<file path="src/rtl/cache_kv_controller.sv">
// cache_kv_controller: key-value store controller with fully-associative lookup and round-robin eviction
module cache_kv_controller #(
  parameter int KEY_WIDTH   = 64,
  parameter int VALUE_WIDTH = 128,
  parameter int NUM_ENTRIES = 8
) (
  input  logic                               clk,
  input  logic                               rst_n,
  input  logic                               req_valid_i,
  output logic                               req_ready_o,
  input  logic [1:0]                         req_op_i,
  input  logic [KEY_WIDTH-1:0]               req_key_i,
  input  logic [VALUE_WIDTH-1:0]             req_value_i,
  output logic                               resp_valid_o,
  input  logic                               resp_ready_i,
  output logic                               resp_hit_o,
  output logic                               resp_err_o,
  output logic [VALUE_WIDTH-1:0]             resp_value_o,
  output logic [$clog2(NUM_ENTRIES+1)-1:0]   occupancy_o
);
  localparam int IW = $clog2(NUM_ENTRIES);
  localparam int OW = $clog2(NUM_ENTRIES+1);
  localparam logic [1:0] OP_GET = 2'b00;
  localparam logic [1:0] OP_PUT = 2'b01;
  localparam logic [1:0] OP_DEL = 2'b10;
  localparam logic [1:0] OP_RSV = 2'b11;
  typedef enum logic [1:0] {IDLE, LOOKUP, EXEC, RESP} state_t;
  state_t                   state;
  logic [1:0]               op_q;
  logic [KEY_WIDTH-1:0]     key_q;
  logic [VALUE_WIDTH-1:0]   val_q;
  logic                     hit_q;
  logic                     full_q;
  logic [IW-1:0]            hit_idx_q;
  logic [IW-1:0]            free_idx_q;
  logic [IW-1:0]            victim;
  logic [OW-1:0]            occ;
  logic [NUM_ENTRIES-1:0]   vld;
  logic [KEY_WIDTH-1:0]     keys [NUM_ENTRIES];
  logic [VALUE_WIDTH-1:0]   vals [NUM_ENTRIES];
  logic                     m_hit;
  logic [IW-1:0]            m_idx;
  logic [IW-1:0]            m_free;
  logic                     wr_en;
  logic [IW-1:0]            wr_idx;
  logic                     resp_valid;
  logic                     resp_hit;
  logic                     resp_err;
  logic [VALUE_WIDTH-1:0]   resp_value;
  logic                     req_ready;
  // parallel key compare; scanning downward leaves the lowest matching and lowest free index
  always_comb begin
    m_hit  = 1'b0;
    m_idx  = '0;
    m_free = '0;
    for (int i = NUM_ENTRIES-1; i >= 0; i--) begin
      if (vld[i] && keys[i] == key_q) begin
        m_hit = 1'b1;
        m_idx = IW'(i);
      end
      if (!vld[i]) m_free = IW'(i);
    end
  end
  assign wr_en  = state == EXEC && op_q == OP_PUT;
  assign wr_idx = hit_q ? hit_idx_q : full_q ? victim : free_idx_q;
  // key/value arrays carry no reset; validity lives in vld
  always_ff @(posedge clk) begin
    if (wr_en) begin
      keys[wr_idx] <= key_q;
      vals[wr_idx] <= val_q;
    end
  end
  // control FSM, valid bits, occupancy, victim pointer and registered response
  always_ff @(posedge clk or negedge rst_n) begin
    if (!rst_n) begin
      state      <= IDLE;
      op_q       <= OP_GET;
      key_q      <= '0;
      val_q      <= '0;
      hit_q      <= 1'b0;
      full_q     <= 1'b0;
      hit_idx_q  <= '0;
      free_idx_q <= '0;
      victim     <= '0;
      occ        <= '0;
      vld        <= '0;
      resp_valid <= 1'b0;
      resp_hit   <= 1'b0;
      resp_err   <= 1'b0;
      resp_value <= '0;
      req_ready  <= 1'b1;
    end else begin
      case (state)
        IDLE: if (req_valid_i) begin
          op_q      <= req_op_i;
          key_q     <= req_key_i;
          val_q     <= req_value_i;
          req_ready <= 1'b0;
          state     <= LOOKUP;
        end
        LOOKUP: begin
          hit_q      <= m_hit;
          hit_idx_q  <= m_idx;
          free_idx_q <= m_free;
          full_q     <= &vld;
          state      <= EXEC;
        end
        EXEC: begin
          resp_valid <= 1'b1;
          resp_err   <= op_q == OP_RSV;
          resp_hit   <= hit_q && op_q != OP_RSV;
          resp_value <= (op_q == OP_GET && hit_q) ? vals[hit_idx_q] : '0;
          if (op_q == OP_PUT && !hit_q) begin
            if (full_q) victim <= victim + IW'(1);
            else begin
              vld[free_idx_q] <= 1'b1;
              occ             <= occ + OW'(1);
            end
          end
          if (op_q == OP_DEL && hit_q) begin
            vld[hit_idx_q] <= 1'b0;
            occ            <= occ - OW'(1);
          end
          state <= RESP;
        end
        RESP: if (resp_ready_i) begin
          resp_valid <= 1'b0;
          req_ready  <= 1'b1;
          state      <= IDLE;
        end
        default: state <= IDLE;
      endcase
    end
  end
  assign req_ready_o  = req_ready;
  assign resp_valid_o = resp_valid;
  assign resp_hit_o   = resp_hit;
  assign resp_err_o   = resp_err;
  assign resp_value_o = resp_value;
  assign occupancy_o  = occ;
endmodule

</file>
<file path="config.mk">
export PLATFORM = sky130hd
export DESIGN_NAME = cache_kv_controller
export DESIGN_NICKNAME = d
export VERILOG_FILES = /design/src/rtl/cache_kv_controller.sv
export SDC_FILE = /design/constraint.sdc
export NUM_CORES = 2
export LEC_CHECK = 0
export CAP_MARGIN = 15
export CORE_ASPECT_RATIO = 1.25
export CORE_MARGIN = 2
export CORE_UTILIZATION = 45
export DETAILED_ROUTE_END_ITERATION = 8
export GPL_TIMING_DRIVEN = 1
export REMOVE_ABC_BUFFERS = 1
export SLEW_MARGIN = 20
export SYNTH_ARGS = -nofsm -noshare
export SYNTH_HDL_FRONTEND = slang
export SYNTH_SLANG_ARGS = --single-unit
</file>
<file path="constraint.sdc">
create_clock -name clk -period 26.7 [get_ports clk]
set_input_delay 4.005 -clock clk [delete_from_list [all_inputs] [get_ports clk]]
set_output_delay 4.005 -clock clk [all_outputs]
set_load 0.01 [all_outputs]
</file>
==> impl_metrics.yaml <==
sta:
  drv_slew: 0
  min_period_ns: 6.63
  max_freq_mhz: 151
  holdWs_ns: 0.470
  worst_clock_skew_ns: 0.0264
  finalHoldViolCount: 0
  setup_violations: 0
  rsz0062_at_grt: "no"
  finalCritPeriodShare: 0.248
  tightest_slew_ns: 1.13
  setup_tns_ns: 0
  relSlewSlack: 0.242
yosys:
  syn_area_per_cell_um2: 18.5
  synth-edff-count: 1536
  ys_seq_area_frac: 0.738
  syn_area_mm2: 0.0744
  async_flop_share: 0.186
  ys_warn_count: 0
  yosys_register_bits: 1887
  synth_cells: 4012
  synth_ff_type: "edfxtp_1"
  synthDistinctLibCells: 70
worst_setup_path:
  arrival_ns: 7.32
  cp-startpoint: "req_valid_i"
  ff2ff_path_depth: 8
  reg2reg_from: "state[0]"
  crit_end: "val_q[121]"
  cp_cell_sequence: "clkdlybuf4s50_1 > nand2_4 > buf_4 > buf_4 > mux2_2"
  ff2ff_setup_slack_ns: 21.85
  crit_fanout: 52
  reg2reg_to: "vals[5][11]"
  cp_common_cell: "buf_4"
  crit_type: "in2reg"
  required_ns: 27.39
  slowest_delay_ns: 0.90
  endpoint_kind: "register"
  start_kind: "input port"
  slowest_stage: "buf_4"
job:
  max-cap-violations: 0
cells_and_area:
  area_growth_syn_to_layout_pct: 17.0
  seq_area_mm2: 0.0549
  drive_gt1_frac: 0.193
  multiInputGateArea_mm2: 0.0185
  final_common_cell: "edfxtp_1"
  final_nets: 4664
  nFillCells: 13000
  mostFrequentLayoutCells: "edfxtp_1 (1536), dfrtp_1 (347), clkdlybuf4s50_1 (332)"
clocking:
  cts_tree: "built"
  post-cts-setup-buffers: 0
  hold_buffers: 0
  clock-root-buffer: "clkbuf_16"
  clock_latency_ns: 0.82
  h-tree-depth: 4
  post_cts_resized: 0
  cts_buffers: 185
  clock-sinks: 1887
  clockBufferDepth: 3
  cts.reportedPaths.clkPinSlew_ns: 0.06
routing:
  vias_per_cell: 5.73
  vias: 39000
  drt_iter0_drc: 3821
  post_drt_wl_per_cell_um: 27.8
  final_antenna_net_count: 0
  drcViolationCount: 0
  first_pass_iters: 5
  drt-total-wl_um: 190000
floorplan:
  io-pin-count: 334
  core_region_area_mm2: 0.164
  fp.dieH_um: 459
  die-area_mm2: 0.169
  die_w_um: 368
  core.rowCount: 166
  start_util: 0.454
place:
  gp_congestion: 0.939
  io_buffers: 333
  dpl.hpwl_um: 110000
power:
  power_density_mw_per_mm2: 102
  power_w: 0.00886
  ir_worst_vdd_v: 0.0000870
  total_leakage_power_nw: 29.6
global_routing:
  grt_pass1_wl_um: 275000
  grt_max_degree: 108
  antenna_found_initial: 6
  grt_pass1_vias: 39500
  overflow: 0
  grtUsageTotal: 0.225
hold_path:
  hp-start: "occupancy_o[3]"
  hp-class: "reg2reg"
outcome:
  status: "finished clean"
## critical path: cells and delay by family
family	cells	cell delay, ns
buffers and inverters	3	2.09
and+or+nand+nor	1	0.63
muxes	1	0.43
## stage by stage
stage               cell area [um2]   util  setup slack, ns  std cells
finish                        87000  0.531            20.07       6807
global route                  87000  0.531            20.00       6804
CTS                           87000  0.531            20.14       6803
detailed placement            80800  0.493            19.25       6453
global placement              80700  0.493            19.28       6452
floorplan                     73700      -             8.28       3822
## cells in the mapped netlist (all sizes together) (3+ instances only)
cell	instances	area share
edfxtp	1536	0.62
dfrtp	350	0.12
mux4	256	0.077
mux2	195	0.030
xnor2	191	0.022
xor2	190	0.022
o2bb2ai	144	0.017
mux2i	131	0.018
clkbuf	125	0.0063
nand4	103	0.0087
nand2b	100	0.0084
nor4	95	0.0084
inv	79	0.0040
nand2	78	0.0039
buf	65	0.0036
nor2	47	0.0024
nor2b	38	0.0032
nor3	36	0.0024
nand3	30	0.0020
o21ai	29	0.0020
a21oi	25	0.0017
o22ai	22	0.0018
o2111ai	21	0.0025
a2111oi	13	0.0015
a22o	8	0.00094
ha	8	0.0013
or4	8	0.00081
and3	7	0.00059
nand4b	6	0.00071
nor4b	6	0.00071
a22oi	5	0.00050
a31oi	5	0.00042
and3b	4	0.00047
clkinv	4	0.00020
o221ai	4	0.00047
or2	4	0.00034
or3b	4	0.00047
or4b	4	0.00054
nand3b	3	0.00030
or3	3	0.00025
## flip-flops by register name, summed over array words and instances (netlist names), 2 cells and up
| name | count |
|---|---|
| vals | 1024 |
| op_q | 2 |
| val_q | 128 |
| resp_value_o | 128 |
| key_q | 64 |
| free_idx_q | 3 |
| keys | 512 |
| vld | 8 |
| victim | 3 |
| occupancy_o | 4 |
| state | 2 |
| hit_idx_q | 3 |
## per-layer routing
| layer | track usage | up-vias | wire length, um |
|---|---|---|---|
| met5 | 0 | - | 39 |
| met4 | 0.0699 | 6 | 5630 |
| met3 | 0.0351 | 325 | 10800 |
| met2 | 0.362 | 1344 | 90900 |
| met1 | 0.316 | 20600 | 82200 |
| li1 | - | 16700 | - |
## cell families after synthesis
family	synth area share
fa+ha+maj	0.00161
compound gates	0.0312
xor+xnor	0.0448
flops	0.738
mux	0.125
simple gates	0.0456
buf+inv	0.0141
## final cells by class
class	count	area share
Multi-Input combinational cell	1852	0.213
Tap cell	2184	0.0314
Sequential cell	1887	0.631
Clock inverter	81	0.0101
Timing Repair Buffer	448	0.0495
Clock buffer	269	0.0615
Inverter	83	0.00372
Antenna cell	3	0.0000862
## where the power goes
part	internal [W]	leakage, nW	switching (W)	total, W
sequential	0.00387	18.3	0.000377	0.00424
combinational	0.000745	8.29	0.00122	0.00196
clock	0.00153	3.05	0.00112	0.00265
total	0.00615	29.6	0.00272	0.00886
## worst min path at each step
stage                          end  slack [ns]  cells after the start
floorplan                victim[2]        0.44                      1
global placement    occupancy_o[3]        0.46                      1
detailed placement  occupancy_o[3]        0.47                      1
CTS                 occupancy_o[3]        0.48                      1
global route        occupancy_o[3]        0.49                      1
finish              occupancy_o[3]        0.47                      1
No activity file was read; power rests on OpenSTA's default activity.
